## src/rtl/store_buf_pkg.sv

```systemverilog
// Store buffer shared types: entry layout and word-address compare.
// Struct widths fix the ADDR_W/DATA_W defaults of the top.
package store_buf_pkg;

  localparam int SB_ADDR_W = 32;
  localparam int SB_DATA_W = 32;

  typedef struct packed {
    logic [SB_ADDR_W-1:0] addr;
    logic [SB_DATA_W-1:0] data;
  } sb_entry_t;

  function automatic logic word_match(
    input logic [SB_ADDR_W-1:0] a,
    input logic [SB_ADDR_W-1:0] b
  );
    return a[SB_ADDR_W-1:2] == b[SB_ADDR_W-1:2];
  endfunction

endpackage

```

## src/rtl/sb_fwd_match.sv

```systemverilog
// Youngest-hit search over buffered stores for load forwarding.
// Walks oldest to youngest from head; later hits override earlier ones.
module sb_fwd_match
  import store_buf_pkg::*;
#(
  parameter int DEPTH = 4,
  localparam int PTR_W = $clog2(DEPTH)
) (
  input  sb_entry_t             ents [DEPTH],
  input  logic [DEPTH-1:0]      valid,
  input  logic [PTR_W-1:0]      head,
  input  logic [SB_ADDR_W-1:0]  ld_addr,
  output logic                  hit,
  output logic [SB_DATA_W-1:0]  data
);

  logic [PTR_W-1:0] idx;

  always_comb begin
    hit  = 1'b0;
    data = '0;
    idx  = '0;
    for (int k = 0; k < DEPTH; k++) begin
      idx = head + PTR_W'(k);
      if (valid[idx] && word_match(ents[idx].addr, ld_addr)) begin
        hit  = 1'b1;
        data = ents[idx].data;
      end
    end
  end

endmodule

```

## src/rtl/store_buffer.sv

```systemverilog
// Posted-write store buffer in front of a single-port data memory.
// STORE_BUF_FWD_EN: forward from buffered stores; otherwise stall loads on hit.
module store_buffer
  import store_buf_pkg::*;
#(
  parameter int DEPTH  = 4,
  parameter int ADDR_W = SB_ADDR_W,
  parameter int DATA_W = SB_DATA_W
) (
  input  logic              clk,
  input  logic              reset,
  input  logic              st_valid,
  input  logic [ADDR_W-1:0] st_addr,
  input  logic [DATA_W-1:0] st_data,
  input  logic              ld_valid,
  input  logic [ADDR_W-1:0] ld_addr,
  output logic [DATA_W-1:0] ld_data,
  output logic              stall,
  output logic              empty,
  output logic              mem_we,
  output logic [ADDR_W-1:0] mem_a,
  output logic [DATA_W-1:0] mem_wd,
  input  logic [DATA_W-1:0] mem_rd
);

  localparam int PTR_W = $clog2(DEPTH);
  localparam int CNT_W = PTR_W + 1;

  sb_entry_t        ents [DEPTH];
  logic [PTR_W-1:0] head;
  logic [PTR_W-1:0] tail;
  logic [CNT_W-1:0] count;
  logic [DEPTH-1:0] valid;
  logic [PTR_W-1:0] off;
  logic             hit;
  logic             ld_stall;
  logic             ld_use;
  logic             drain;
  logic             full;
  logic             accept;

  always_comb begin
    valid = '0;
    off   = '0;
    for (int i = 0; i < DEPTH; i++) begin
      off      = PTR_W'(i) - head;
      valid[i] = {1'b0, off} < count;
    end
  end

`ifdef STORE_BUF_FWD_EN
  logic [DATA_W-1:0] fwd_data;

  sb_fwd_match #(.DEPTH(DEPTH)) u_match (
    .ents    (ents),
    .valid   (valid),
    .head    (head),
    .ld_addr (ld_addr),
    .hit     (hit),
    .data    (fwd_data)
  );

  assign ld_stall = 1'b0;
  assign ld_data  = (ld_valid && hit) ? fwd_data : mem_rd;
`else
  always_comb begin
    hit = 1'b0;
    for (int i = 0; i < DEPTH; i++) begin
      if (valid[i] && word_match(ents[i].addr, ld_addr)) begin
        hit = 1'b1;
      end
    end
  end

  // Hit stalls the load; the port keeps draining so the hit clears.
  assign ld_stall = ld_valid && hit;
  assign ld_data  = mem_rd;
`endif

  assign empty  = (count == '0);
  assign full   = (count == CNT_W'(DEPTH));
  assign ld_use = ld_valid && !ld_stall;
  assign drain  = !empty && !ld_use;
  assign accept = st_valid && (!full || drain);
  assign stall  = (st_valid && full && !drain) || ld_stall;

  always_comb begin
    mem_we = 1'b0;
    mem_a  = ld_addr;
    mem_wd = '0;
    if (!reset) begin
      mem_a = '0;
    end else if (drain) begin
      mem_we = 1'b1;
      mem_a  = ents[head].addr;
      mem_wd = ents[head].data;
    end
  end

  always_ff @(posedge clk or negedge reset) begin
    if (!reset) begin
      head  <= '0;
      tail  <= '0;
      count <= '0;
    end else begin
      if (drain) head <= head + 1'b1;
      if (accept) tail <= tail + 1'b1;
      unique case ({accept, drain})
        2'b10:   count <= count + 1'b1;
        2'b01:   count <= count - 1'b1;
        default: count <= count;
      endcase
    end
  end

  always_ff @(posedge clk) begin
    if (accept) begin
      ents[tail] <= '{addr: st_addr, data: st_data};
    end
  end

endmodule

```

## config.mk

```make
export PLATFORM = sky130hd
export DESIGN_NAME = store_buffer
export DESIGN_NICKNAME = d
export VERILOG_FILES = /design/src/rtl/store_buf_pkg.sv /design/src/rtl/sb_fwd_match.sv /design/src/rtl/store_buffer.sv
export SDC_FILE = /design/constraint.sdc
export NUM_CORES = 1
export LEC_CHECK = 0
export BUFFER_PORTS_ARGS = -buffer_cell sky130_fd_sc_hd__buf_4
export CORE_MARGIN = 1
export CORE_UTILIZATION = 60
export CTS_CLUSTER_DIAMETER = 150
export DETAILED_ROUTE_END_ITERATION = 8
export PLACE_DENSITY = 0.85
export SLEW_MARGIN = 40
export SYNTH_ARGS = -nofsm -noshare
export SYNTH_HDL_FRONTEND = slang
export SYNTH_HIERARCHICAL = 1
export SYNTH_SLANG_ARGS = --single-unit
```

## constraint.sdc

```tcl
create_clock -name clk -period 9.2 [get_ports clk]
set_input_delay 0 -clock clk [delete_from_list [all_inputs] [get_ports clk]]
set_output_delay 0 -clock clk [all_outputs]
set_load 0.03 [all_outputs]
```

Word-level counts from Yosys, hierarchy flattened
Memories as Yosys holds them, arrays and structs flattened.
Index checks and enable logic that the tools add are counted.
{"block": "word_totals", "ff_bits": 7, "ramBits": 256, "output_inout_bits": 99, "word_cells": 55, "memories": 1}
{"block": "op_classes", "add_sub_neg": 8, "magnitude_cmp": 4, "n_eq_ne": 7, "mux": 13, "reduce_logical": 19}
{"memory": "ents", "words": 4, "width": 64, "rd": 5, "rd_clocked_by_memory_dff": 0, "wr": 1, "line": "store_buffer.sv:29", "text": "sb_entry_t ents [DEPTH];"}
{"op": "two-way mux 32 bit", "count": 4}
{"op": "== test 30 bit", "count": 4}
{"op": "< comparator 2 x 3 -> 1 bit", "count": 4}
{"op": "logical AND 1 bit", "count": 10}
{"op": "two-way mux 1 bit", "count": 8}
{"op": "case mux 3 bit (2 select lines)", "count": 1}
{"op": "zero test 1 bit", "count": 5}
{"op": "adder 2 x 1 -> 2 bit (second input constant)", "count": 2}
{"op": "subtractor 1 x 2 -> 2 bit (first input constant)", "count": 2}
{"op": "subtractor 2 bit (first input constant)", "count": 2}
{"op": "adder 3 x 1 -> 3 bit (second input constant)", "count": 1}
{"op": "== test 3 bit (second input constant)", "count": 1}
{"op": "zero test 3 bit", "count": 1}
{"op": "subtractor 3 x 1 -> 3 bit (second input constant)", "count": 1}
{"op": "== test 2 x 1 -> 1 bit (second input constant)", "count": 1}
{"op": "== test 2 bit (second input constant)", "count": 1}
{"op": "logical OR 1 bit", "count": 2}
{"op": "nonzero test 2 bit", "count": 1}

Logic depth before layout (Yosys ltp)
{"block": "logic_depth", "depth_word": 16, "ltp_mapped": 20, "ltp_nobuf": 15}

Worst setup path before layout
Ideal clock, no wire load.
{"block": "synth_timing", "path_kind": "reg-to-reg", "startpoint": "register head[0]", "endpoint": "memory ents[0][0] in the netlist's numbering (enable)", "setup_ns": 0.429, "arrival_ns": 4.292, "required_ns": 8.771, "setup_slack_ns": 4.479, "stages_incl_launch_ff": 13, "n_path_buf": 3, "period_less_slack_ns": 4.721, "cell_sequence": "dfrtp_1 buf_2 buf_2 buf_1 xnor2_1 inv_1 ha_1 inv_1 o2111ai_1 a2111oi_1 nor4_2 a41oi_1 and2_1"}
{"block": "synth_via", "elab_chain_len": 16, "word_cells_on_any_way": 25, "cone_classes": "4 x add/sub; 4 x order compare; 6 x mux; 11 x reduce/logical"}
{"element": "start, declared", "line": "store_buffer.sv:30", "text": "logic [PTR_W-1:0] head;"}
{"element": "start signal, assigned", "line": "store_buffer.sv:106", "text": "if (drain) head <= head + 1'b1;"}
{"element": "subtractor 1 x 2 -> 2 bit", "line": "store_buffer.sv:46", "text": "off = PTR_W'(i) - head;"}
{"element": "< comparator 2 x 3 -> 1 bit", "line": "store_buffer.sv:47", "text": "valid[i] = {1'b0, off} < count;"}
{"element": "logical AND 1 bit", "line": "store_buffer.sv:69", "text": "if (valid[i] && word_match(ents[i].addr, ld_addr)) begin"}
{"element": "two-way mux 1 bit (3 in a row)", "line": "store_buffer.sv:69"}
{"element": "two-way mux 1 bit *", "line": "store_buffer.sv:69"}
{"element": "logical AND 1 bit *", "line": "store_buffer.sv:76", "text": "assign ld_stall = ld_valid && hit;"}
{"element": "zero test 1 bit *", "line": "store_buffer.sv:82", "text": "assign ld_use = ld_valid && !ld_stall;"}
{"element": "logical AND 1 bit *", "line": "store_buffer.sv:82"}
{"element": "zero test 1 bit *", "line": "store_buffer.sv:83", "text": "assign drain = !empty && !ld_use;"}
{"element": "logical AND 1 bit *", "line": "store_buffer.sv:83"}
{"element": "logical OR 1 bit *", "line": "store_buffer.sv:84", "text": "assign accept = st_valid && (!full || drain);"}
{"element": "logical AND 1 bit *", "line": "store_buffer.sv:84"}
{"element": "two-way mux 1 bit *", "line": "store_buffer.sv:117", "text": "if (accept) begin"}
{"element": "two-way mux 1 bit (implied by the code) *", "line": "store_buffer.sv:118", "text": "ents[tail] <= '{addr: st_addr, data: st_data};"}
{"element": "end, declared", "line": "store_buffer.sv:29"}
Mark *: on every way between the ends. The rest lies on a longest branch, timed or not.

Final worst setup path
{"block": "layout_timing", "startpoint": "register head[0]", "endpoint": "memory ents[0][52] in the netlist's numbering (enable)"}
Same word-level chain as after synthesis.

==> impl_metrics.ini <==
[run_status]
status = complete, no violations

[clocking]
cts_setup_buffers = 0
cts.sinks = 263
ctsHtreeMaxLevel = 1
clkTransAtPathRegs_ns = 0.07
numCtsBuffers = 25
cts_tree = yes
clk_latency_ns = 0.53
clock_path_buffers = 3
clock-root-buffer = clkbuf_16

[final_layout]
final_core_util_pct = 73.5
regArea_um2 = 7870
drive_gt1_share_pct = 29.3
final_nets = 1092
multi_input_area_um2 = 3830
diodes = 0
postLayoutCellArea_um2 = 14900
area_growth_syn_to_layout_pct = 19.8
fillers = 1166

[place]
postPlaceCellArea_um2 = 13400
port_buffers = 166
dp_hpwl_mm = 18.0
gp_congestion = 0.863

[sta]
setup_viol = 0
tns_ns = 0
hold_viol = 0
report.final.slew_viol_count = 0
grt_setup_unrepaired = false
worstMarginPinSlew_ns = 0.822
maxSlewHeadroom_pct = 45.2
fin_skew_ns = 0.0189
finalCriticalPeriod_ns = 4.69
post-route-period-util_pct = 51.0
timing.fmax_ghz = 0.213

[power]
total_power_w = 0.00406
powerDensity_nw_per_um2 = 273
ir_drop_uv = 219
leakage_nw = 5.44

[setup_path]
critical_path.slowest_cell = dfrtp_4
worst_path_most_repeated_cell = buf_4
crit_type = flip-flop to flip-flop
worst_path_largest_cell_delay_ns = 0.85
end_kind = flip-flop
cp-start-kind = flip-flop
crit_chain = buf_4, a21oi_1, a2111oi_1, nor4_2, a41oi_1, and2_2, buf_4
cp.buffers_inverters = 2
path_delay_family = buffers and inverters
arrival_ns = 4.84
path_max_fanout = 45
worstPathRequired_ns = 9.35

[detailed_routing]
drtPass1Iterations = 5
routedWlPerCell_um = 24.1
drc = 0
drtAntennaViolNets = 0
vias = 7491
via_per_inst = 6.04
wirelength_mm = 29.8
first_iter_violations = 903

[floorplanning]
die_height_um = 146
io_pins = 231
coreArea_um2 = 20200
design.die.area_um2 = 21300
initial_core_util_pct = 61.3
rows = 52
die_w_um = 146

[synth]
synth_seq_cells = 263
synth.net_count = 925
ys_types = 43
synth_area_leaders = edfxtp_1 62%, mux4_2 12%, xor2_1 7.7%
synth_area_um2 = 12400
yosysSeqAreaShare_pct = 63.3
synthArstFlopShare_pct = 2.66
postSynthAreaPerCell_um2 = 15.8
yosysWarnings = 6
yosys_most_used_dff = edfxtp_1
synth_edf_count = 256
yosys.area.top_type = edfxtp_1
synth_cells = 784
synth_top_area_share_pct = 61.9

[global_route]
grt_max_degree = 105
overflow = 0
antenna_found_initial = 0
grt_pass1_wl_mm = 43.9
grt_pass1_vias = 7465
grt_usage_pct = 27.7

[hold_path]
hp-class = input port to primary output

[job]
drv_cap = 0
[metal layers]
metal	vias to the layer above	GRT usage [%]	wire, um
met5	-	0	0
li1	3283	-	-
met4	0	9.26	843
met3	75	4.23	2670
met2	433	47.4	15500
met1	3700	36.5	10800
[cells in the final DEF, fill, tap and decap left out, drive strengths merged, types with 2 or more instances in the layout]
master	instances
a2111oi	4
a21oi	3
nor4	25
nand4	4
dlygate4sd3	67
dfrtp	7
nor3	6
and3	32
o21ai	35
mux4	64
inv	16
and2	4
o2111ai	4
bufinv	2
ha	8
buf	174
nand3	37
clkinv	10
nand2	38
clkbuf	32
xor2	109
edfxtp	256
xnor2	17
[layout make-up]
cell class              count  share of cell area [%]
flip-flops and latches    263                    52.9
clock inverters            14                   0.808
inverters                  15                   0.379
clock buffers              32                    4.38
multi-input cells         405                    25.8
well taps                 270                    2.27
repair buffers            241                    13.5
[per-stage QoR]
step	hold slack, ns	cells	setup slack [ns]
floorplan	-0.296	784	4.48
global placement	0.000222	1126	4.46
detailed placement	0.000222	1126	4.29
CTS	0.000222	1239	4.29
global route	0.0000443	1240	4.14
finish	0.0000105	1240	4.51
[synth_stat cells (14+ instances only)]
cell type and number:
and3_1 32, buf_4 56, clkbuf_1 23, edfxtp_1 256
inv_1 14, mux4_2 64, nand2_1 37, nand3_1 37
nor4_1 24, o21ai_0 35, xnor2_1 17, xor2_1 109
[cells by family (layout without fill, tap and decap cells)]
group | after synthesis | count (layout) | share of synthesized area, %
and+or+nand+nor | 149 | 149 | 6.37
muxes | 66 | 66 | 11.8
buffers and inverters | 116 | 302 | 5.80
xor gates and xnor gates | 126 | 126 | 8.89
DFF | 263 | 263 | 63.3
adders and majority gates | 9 | 9 | 0.968
AOI/OAI and AO/OA | 55 | 55 | 2.84
[worst register-to-register path, stage by stage (launching register included)]
cell and delay [ns]:
dfrtp_4 0.85, buf_4 0.74, a21oi_1 0.21, a2111oi_1 0.51
nor4_2 0.20, a41oi_1 0.53, and2_2 0.63, buf_4 0.63
[final timing paths]
check / slack (ns) / cells past startpoint / endpoint / start
max in group asynchronous: 8.54 / 2 / head[0]$_DFFE_PN0N_ / reset
min: 0.00001 / 0 / ld_data[2] / mem_rd[2]
max: 4.51 / 7 / ents[0][52]$_DFFE_PP_ / head[0]$_DFFE_PN0N_
max reg2reg: 4.51 / 7 / ents[0][52]$_DFFE_PP_ / head[0]$_DFFE_PN0N_
min reg2reg: 0.65 / 2 / tail[1]$_DFFE_PN0P_ / tail[1]$_DFFE_PN0P_
min in group asynchronous: 0.07 / 2 / head[1]$_DFFE_PN0N_ / reset
[report_power, final]
part / switching [W] / internal, W
Clock: 0.000419 / 0.000557
Combinational: 0.000761 / 0.000586
Sequential: 0.000151 / 0.00158
[state kept, by name (all words and copies together) (netlist names)]
signal  count
ents      256
tail        2
count       3
head        2
[repair_timing]
action,4_1_cts,5_1_grt
hold buffers,67,0
resized for setup,0,0
endpoints found under the hold margin,267,0
Power figures use the tool's default switching activity.
